### src/rtl/rsa_pkg.sv
// Shared constants and types for the RSA-256 UART wrapper: register map,
// status flag positions, block byte counts and the sequencer/phase encodings.
package rsa_pkg;
  localparam int RX_ADDR     = 0;
  localparam int TX_ADDR     = 4;
  localparam int STATUS_ADDR = 8;
  localparam int RX_RDY_BIT  = 7;
  localparam int TX_RDY_BIT  = 6;
  localparam int RX_BYTES    = 32;
  localparam int TX_BYTES    = 31;

  typedef enum logic [2:0] {
    S_QUERY_RX, S_READ, S_QUERY_TX, S_WRITE, S_CALC
  } state_t;

  typedef enum logic [1:0] {
    KEY_N, KEY_D, DATA
  } phase_t;
endpackage

### src/rtl/rsa256_wrapper_if.sv
// Avalon-MM master bundle between the wrapper and its UART byte sequencer.
interface rsa256_wrapper_if;
  logic [4:0]  address;
  logic        read;
  logic        write;
  logic [31:0] writedata;
  logic [31:0] readdata;
  logic        waitrequest;

  modport master (output address, read, write, writedata,
                  input  readdata, waitrequest);
  modport slave  (input  address, read, write, writedata,
                  output readdata, waitrequest);
endinterface

### src/rtl/rsa256_wrapper_byte_io.sv
// Poll-then-transfer sequencer: status poll, one data byte moved over Avalon,
// and the compute wait between the last received byte and the first sent one.
module rsa_avm_byte_io
  import rsa_pkg::*;
(
  input  logic        i_clk,
  input  logic        i_rst,
  rsa256_wrapper_if.master bus,
  input  logic        i_rx_last,
  input  logic        i_tx_last,
  input  logic        i_calc_done,
  input  logic [7:0]  i_tx_byte,
  output state_t      o_state,
  output logic        o_rx_strobe,
  output logic        o_tx_strobe,
  output logic [7:0]  o_rx_byte
);
  state_t state, state_n;
  logic   gap;
  logic   req, done;
  logic   unused_rd;

  // gap forces one idle cycle after every completed transfer; it also keeps
  // the bus quiet while reset is held.
  always_ff @(posedge i_clk or posedge i_rst) begin
    if (i_rst) begin
      state <= S_QUERY_RX;
      gap   <= 1'b1;
    end else begin
      state <= state_n;
      gap   <= done;
    end
  end

  assign req  = (state != S_CALC) && !gap;
  assign done = req && !bus.waitrequest;

  always_comb begin
    state_n = state;
    case (state)
      S_QUERY_RX: if (done && bus.readdata[RX_RDY_BIT]) state_n = S_READ;
      S_READ:     if (done) state_n = i_rx_last ? S_CALC : S_QUERY_RX;
      S_CALC:     if (i_calc_done) state_n = S_QUERY_TX;
      S_QUERY_TX: if (done && bus.readdata[TX_RDY_BIT]) state_n = S_WRITE;
      S_WRITE:    if (done) state_n = i_tx_last ? S_QUERY_RX : S_QUERY_TX;
      default:    state_n = S_QUERY_RX;
    endcase
  end

  always_comb begin
    bus.address   = 5'(STATUS_ADDR);
    bus.read      = 1'b0;
    bus.write     = 1'b0;
    bus.writedata = '0;
    case (state)
      S_QUERY_RX, S_QUERY_TX: bus.read = !gap;
      S_READ: begin
        bus.address = 5'(RX_ADDR);
        bus.read    = !gap;
      end
      S_WRITE: begin
        bus.address   = 5'(TX_ADDR);
        bus.write     = !gap;
        bus.writedata = {24'd0, i_tx_byte};
      end
      default: ;
    endcase
  end

  assign o_state     = state;
  assign o_rx_strobe = (state == S_READ) && done;
  assign o_tx_strobe = (state == S_WRITE) && done;
  assign o_rx_byte   = bus.readdata[7:0];
  assign unused_rd   = ^bus.readdata[31:8];
endmodule

### src/rtl/rsa256_wrapper.sv
// RSA-256 UART front end: loads n, d and ciphertext blocks byte-serially,
// starts the external core, and streams the 31-byte plaintext back out.
module rsa256_wrapper
  import rsa_pkg::*;
(
  input  logic         i_clk,
  input  logic         i_rst,
  output logic [4:0]   avm_address,
  output logic         avm_read,
  output logic         avm_write,
  input  logic [31:0]  avm_readdata,
  output logic [31:0]  avm_writedata,
  input  logic         avm_waitrequest,
  output logic         o_core_start,
  output logic [255:0] o_core_a,
  output logic [255:0] o_core_d,
  output logic [255:0] o_core_n,
  input  logic [269:0] i_core_result,
  input  logic         i_core_finished
);
  rsa256_wrapper_if bus ();

  assign avm_address     = bus.address;
  assign avm_read        = bus.read;
  assign avm_write       = bus.write;
  assign avm_writedata   = bus.writedata;
  assign bus.readdata    = avm_readdata;
  assign bus.waitrequest = avm_waitrequest;

  state_t       state;
  phase_t       phase;
  logic [4:0]   rx_cnt, tx_cnt;
  logic [255:0] n_reg, d_reg, a_reg, out_reg;
  logic         start_q, fin_q;
  logic         rx_strobe, tx_strobe, rx_last, tx_last, calc_done;
  logic [7:0]   rx_byte;
  logic         unused_res;

  assign rx_last   = (phase == DATA) && (rx_cnt == 5'(RX_BYTES - 1));
  assign tx_last   = (tx_cnt == 5'(TX_BYTES - 1));
  // Only a fresh edge counts: a finished level left over from the previous
  // block must not release stale data.
  assign calc_done = (state == S_CALC) && i_core_finished && !fin_q;

  rsa_avm_byte_io u_io (
    .i_clk       (i_clk),
    .i_rst       (i_rst),
    .bus         (bus),
    .i_rx_last   (rx_last),
    .i_tx_last   (tx_last),
    .i_calc_done (calc_done),
    .i_tx_byte   (out_reg[247:240]),
    .o_state     (state),
    .o_rx_strobe (rx_strobe),
    .o_tx_strobe (tx_strobe),
    .o_rx_byte   (rx_byte)
  );

  always_ff @(posedge i_clk or posedge i_rst) begin
    if (i_rst) begin
      phase   <= KEY_N;
      rx_cnt  <= '0;
      tx_cnt  <= '0;
      n_reg   <= '0;
      d_reg   <= '0;
      a_reg   <= '0;
      out_reg <= '0;
      start_q <= 1'b0;
      fin_q   <= 1'b0;
    end else begin
      start_q <= 1'b0;
      fin_q   <= i_core_finished;
      if (rx_strobe) begin
        case (phase)
          KEY_N:   n_reg <= {n_reg[247:0], rx_byte};
          KEY_D:   d_reg <= {d_reg[247:0], rx_byte};
          default: a_reg <= {a_reg[247:0], rx_byte};
        endcase
        rx_cnt <= rx_cnt + 5'd1;
        // Key stays loaded once in DATA; later blocks carry ciphertext only.
        if (rx_cnt == 5'(RX_BYTES - 1)) begin
          case (phase)
            KEY_N:   phase   <= KEY_D;
            KEY_D:   phase   <= DATA;
            default: start_q <= 1'b1;
          endcase
        end
      end
      if (calc_done) out_reg <= i_core_result[255:0];
      if (tx_strobe) begin
        out_reg <= out_reg << 8;
        tx_cnt  <= tx_last ? 5'd0 : tx_cnt + 5'd1;
      end
    end
  end

  assign o_core_start = start_q;
  assign o_core_a     = a_reg;
  assign o_core_d     = d_reg;
  assign o_core_n     = n_reg;
  assign unused_res   = ^i_core_result[269:256];
endmodule

### config.mk
export PLATFORM = sky130hd
export DESIGN_NAME = rsa256_wrapper
export DESIGN_NICKNAME = d
export VERILOG_FILES = /design/src/rtl/rsa_pkg.sv /design/src/rtl/rsa256_wrapper_if.sv /design/src/rtl/rsa256_wrapper_byte_io.sv /design/src/rtl/rsa256_wrapper.sv
export SDC_FILE = /design/constraint.sdc
export NUM_CORES = 2
export LEC_CHECK = 0
export ABC_AREA = 1
export CAP_MARGIN = 20
export CORE_AREA = 2 2 439 441
export DETAILED_ROUTE_END_ITERATION = 6
export DIE_AREA = 0 0 441 443
export PLACE_DENSITY_LB_ADDON = 0.05
export REMOVE_ABC_BUFFERS = 1
export SYNTH_ARGS = -nofsm -noshare
export SYNTH_HDL_FRONTEND = slang
export SYNTH_HIERARCHICAL = 1
export SYNTH_SLANG_ARGS = --single-unit
### constraint.sdc
create_clock -name i_clk -period 101.5 [get_ports i_clk]
set_input_delay 20.3 -clock i_clk [delete_from_list [all_inputs] [get_ports i_clk]]
set_output_delay 20.3 -clock i_clk [all_outputs]
set_load 0.05 [all_outputs]
==> flow_summary.toml <==
[synthesis]
ys.warnings.count = 6
synth_edf_count = 0
ys_seq_area_share_pct = 61.2
synth_area_mm2 = 0.0423
synth_largest_area_cell = "dfrtp_1"
synth_cell_types = 32
ys_top_cells_by_count = "nand2_1 (1650), dfrtp_1 (1033), inv_1 (404)"
yosysMostFrequentCell = "nand2_1"
yosysTopAreaCellShare_pct = 61.1
synthFlopType = "dfrtp_1"
ys_seq_elements = 1034
synth.area.top_cells = "dfrtp_1 (61%), nand2_1 (15%), o21ai_0 (4.5%)"
async_flop_share_pct = 100
syn_inst = 4885
syn_avg_cell_area_um2 = 8.66

[worst_setup_path]
critPathCaptureType = "asynchronous set/reset pin"
worstPathArrival_ns = 24.85
required_ns = 102.31
cp_common_cell = "buf_4"
slowest_delay_ns = 0.85
reg2reg_setup_slack_ns = 96.75
cp-startpoint = "i_rst"
crit_chain = "clkdlybuf4s50_1 > inv_8 > buf_4 > buf_4 > buf_4 > buf_12"
criticalPathCategory = "input port to asynchronous set/reset pin"
r2r_start = "u_io/o_state[0]"
cp_num_buf_inv = 6
cp_slowest_cell = "buf_4"
cp_max_fo = 132
startpoint_type = "input port"
crit_family = "buffers and inverters"

[detailed_routing]
ant_nets = 0
num_vias = 34451
first_pass_iters = 5
wl_per_cell_um = 19.8
routed_wl_um = 167000
initialDrtViolationCount = 2122
drc_errors = 0
vias_per_cell = 4.09

[timing]
rsz0062_at_grt = "false"
worst_pin_slew_ns = 1.24
finalClockSkew_ns = 0.0228
finalHoldViolCount = 0
maxSlewHeadroom_pct = 17.4
clock.fmax_ghz = 0.0416
period_minus_slack_ns = 24.04
finalCritPeriodShare_pct = 23.7
setup_viol = 0
fin_setup_tns_ns = 0
slew_viol_final = 0
postLayoutSetupSlackWorst_ns = 77.46

[pwr]
finalPower_mw = 1.53
pwr-share-clk_pct = 31.9
leakage_nw = 29.5
sequentialPowerShare_pct = 37.7
p_int_uw = 955
power_density_mw_per_mm2 = 25.9
pwr-share-comb_pct = 30.4
ir_drop_mv = 0.0177
p_sw_share_pct = 37.7
p_sw_uw = 579

[grt]
grt_antenna_before_repair = 53
first_global_vias = 33868
grt_first_pass_wirelength_um = 242000
grt_max_degree = 261
overflow = 0
grt.total_usage_pct = 16.7

[finish]
nets = 6096
fillCellCount = 20532
syn2layout_area_growth_pct = 39.9
seq_area_mm2 = 0.0259
drive_gt1_share_pct = 4.52
multi_input_area_mm2 = 0.0133

[floorplan]
start_util_pct = 22.1
core_mm2 = 0.191
rows = 161
ios = 1114
fp.dieW_um = 441
die_height_um = 443
die-area_mm2 = 0.195

[placement]
gp_congestion = 0.784
dp_hpwl_um = 116000
portBuffers = 1040
dp_slack_ns = 76.35

[clock_tree]
post_cts_resized = 0
clockBufferDepth = 3
ctsHoldBuffers = 0
cts_tree = "done"
clock_sinks = 1034
h-tree-depth = 4
cts_buffers = 139
clk-insertion-delay-late_ns = 0.79
cts_root_buffer = "clkbuf_16"
clk_pin_slew_worst_paths_ns = 0.06
post-cts-setup-buffer-count = 0

[hold_path]
hp-class = "register to register"
hold_path_startpoint = "rx_cnt[3]"

[run_status]
status = "finished, final reports clean"

[run]
maxCapViolations = 0
==> cell type report <==
type / instances / share of cell area, %
Sequential cell: 1034 / 43.7
Multi-Input combinational cell: 3128 / 22.4
Timing Repair Buffer: 1075 / 18.3
Clock buffer: 213 / 7.01
Tap cell: 2526 / 5.34
Inverter: 408 / 2.61
Clock inverter: 33 / 0.569
Antenna cell: 10 / 0.0423
==> placed cells by master (no fill, tap or decap), types with 3 or more instances in the layout <==
cell type	n
nand2_8	3
o21ai_1	21
inv_6	6
clkinv_2	16
inv_1	403
diode_2	10
dfrtp_1	1033
clkbuf_16	141
a21oi_1	362
conb_1	27
xor2_1	4
o21ai_0	382
nor2_1	385
nand4_1	12
nand3_1	259
clkdlybuf4s50_1	1040
clkinvlp_4	3
ha_1	4
nor2_4	4
clkbuf_1	37
clkbuf_8	35
inv_2	3
bufinv_16	4
buf_12	7
nand2_1	1650
buf_4	26
==> per-layer routing <==
layer | up-vias | global-route usage, % | wire length, um
li1 | 17042 | - | -
met1 | 16359 | 19.1 | 65700
met4 | 16 | 6.27 | 6120
met3 | 297 | 5.88 | 11900
met5 | - | 0 | 90
met2 | 737 | 28.5 | 83200
==> path summary, 6_finish.rpt <==
path | endpoint | depth (start not counted)
setup / recovery | out_reg[208] | 6
hold / removal | rx_cnt[3] | 1
setup reg to reg | out_reg[137] | 12
hold reg to reg | rx_cnt[3] | 1
max in group i_clk | out_reg[137] | 12
min in group asynchronous | u_io/o_state[1] | 2
==> logic make-up (layout without fill, tap and decap cells) <==
| kind of cell | after synthesis | count (layout) | share of synthesized area [%] |
|---|---|---|---|
| AOI/OAI and AO/OA | 767 | 767 | 9.08 |
| buffers and inverters | 749 | 1729 | 7.81 |
| muxes | 2 | 2 | 0.0532 |
| xor gates and xnor gates | 5 | 5 | 0.104 |
| adders and majority gates | 4 | 4 | 0.118 |
| other | 1 | 37 | 0.00886 |
| and+or+nand+nor | 2323 | 2323 | 21.7 |
| DFF | 1034 | 1034 | 61.2 |
==> metrics by stage <==
| step | hold WS, ns | util, % | area (um^2) | cells |
|---|---|---|---|---|
| finish | 0.469 | 30.9 | 59200 | 8427 |
| global placement | 0.457 | 28.6 | 54600 | 8169 |
| floorplan | 0.439 | - | 40600 | 4570 |
| CTS | 0.472 | 30.9 | 59100 | 8415 |
| global route | 0.506 | 30.9 | 59200 | 8426 |
| detailed placement | 0.457 | 28.6 | 54600 | 8169 |
==> power groups by stage <==
stage	Sequential [mW]	Combinational, mW	Clock (mW)
3_3_place_gp	0.583	0.473	0
2_1_floorplan	0.749	0.135	0
5_1_grt	0.593	0.503	0.527
4_1_cts	0.580	0.476	0.511
3_5_place_dp	0.585	0.474	0
6_report	0.579	0.467	0.489
Note: power is estimated with default switching activity, not from simulation.
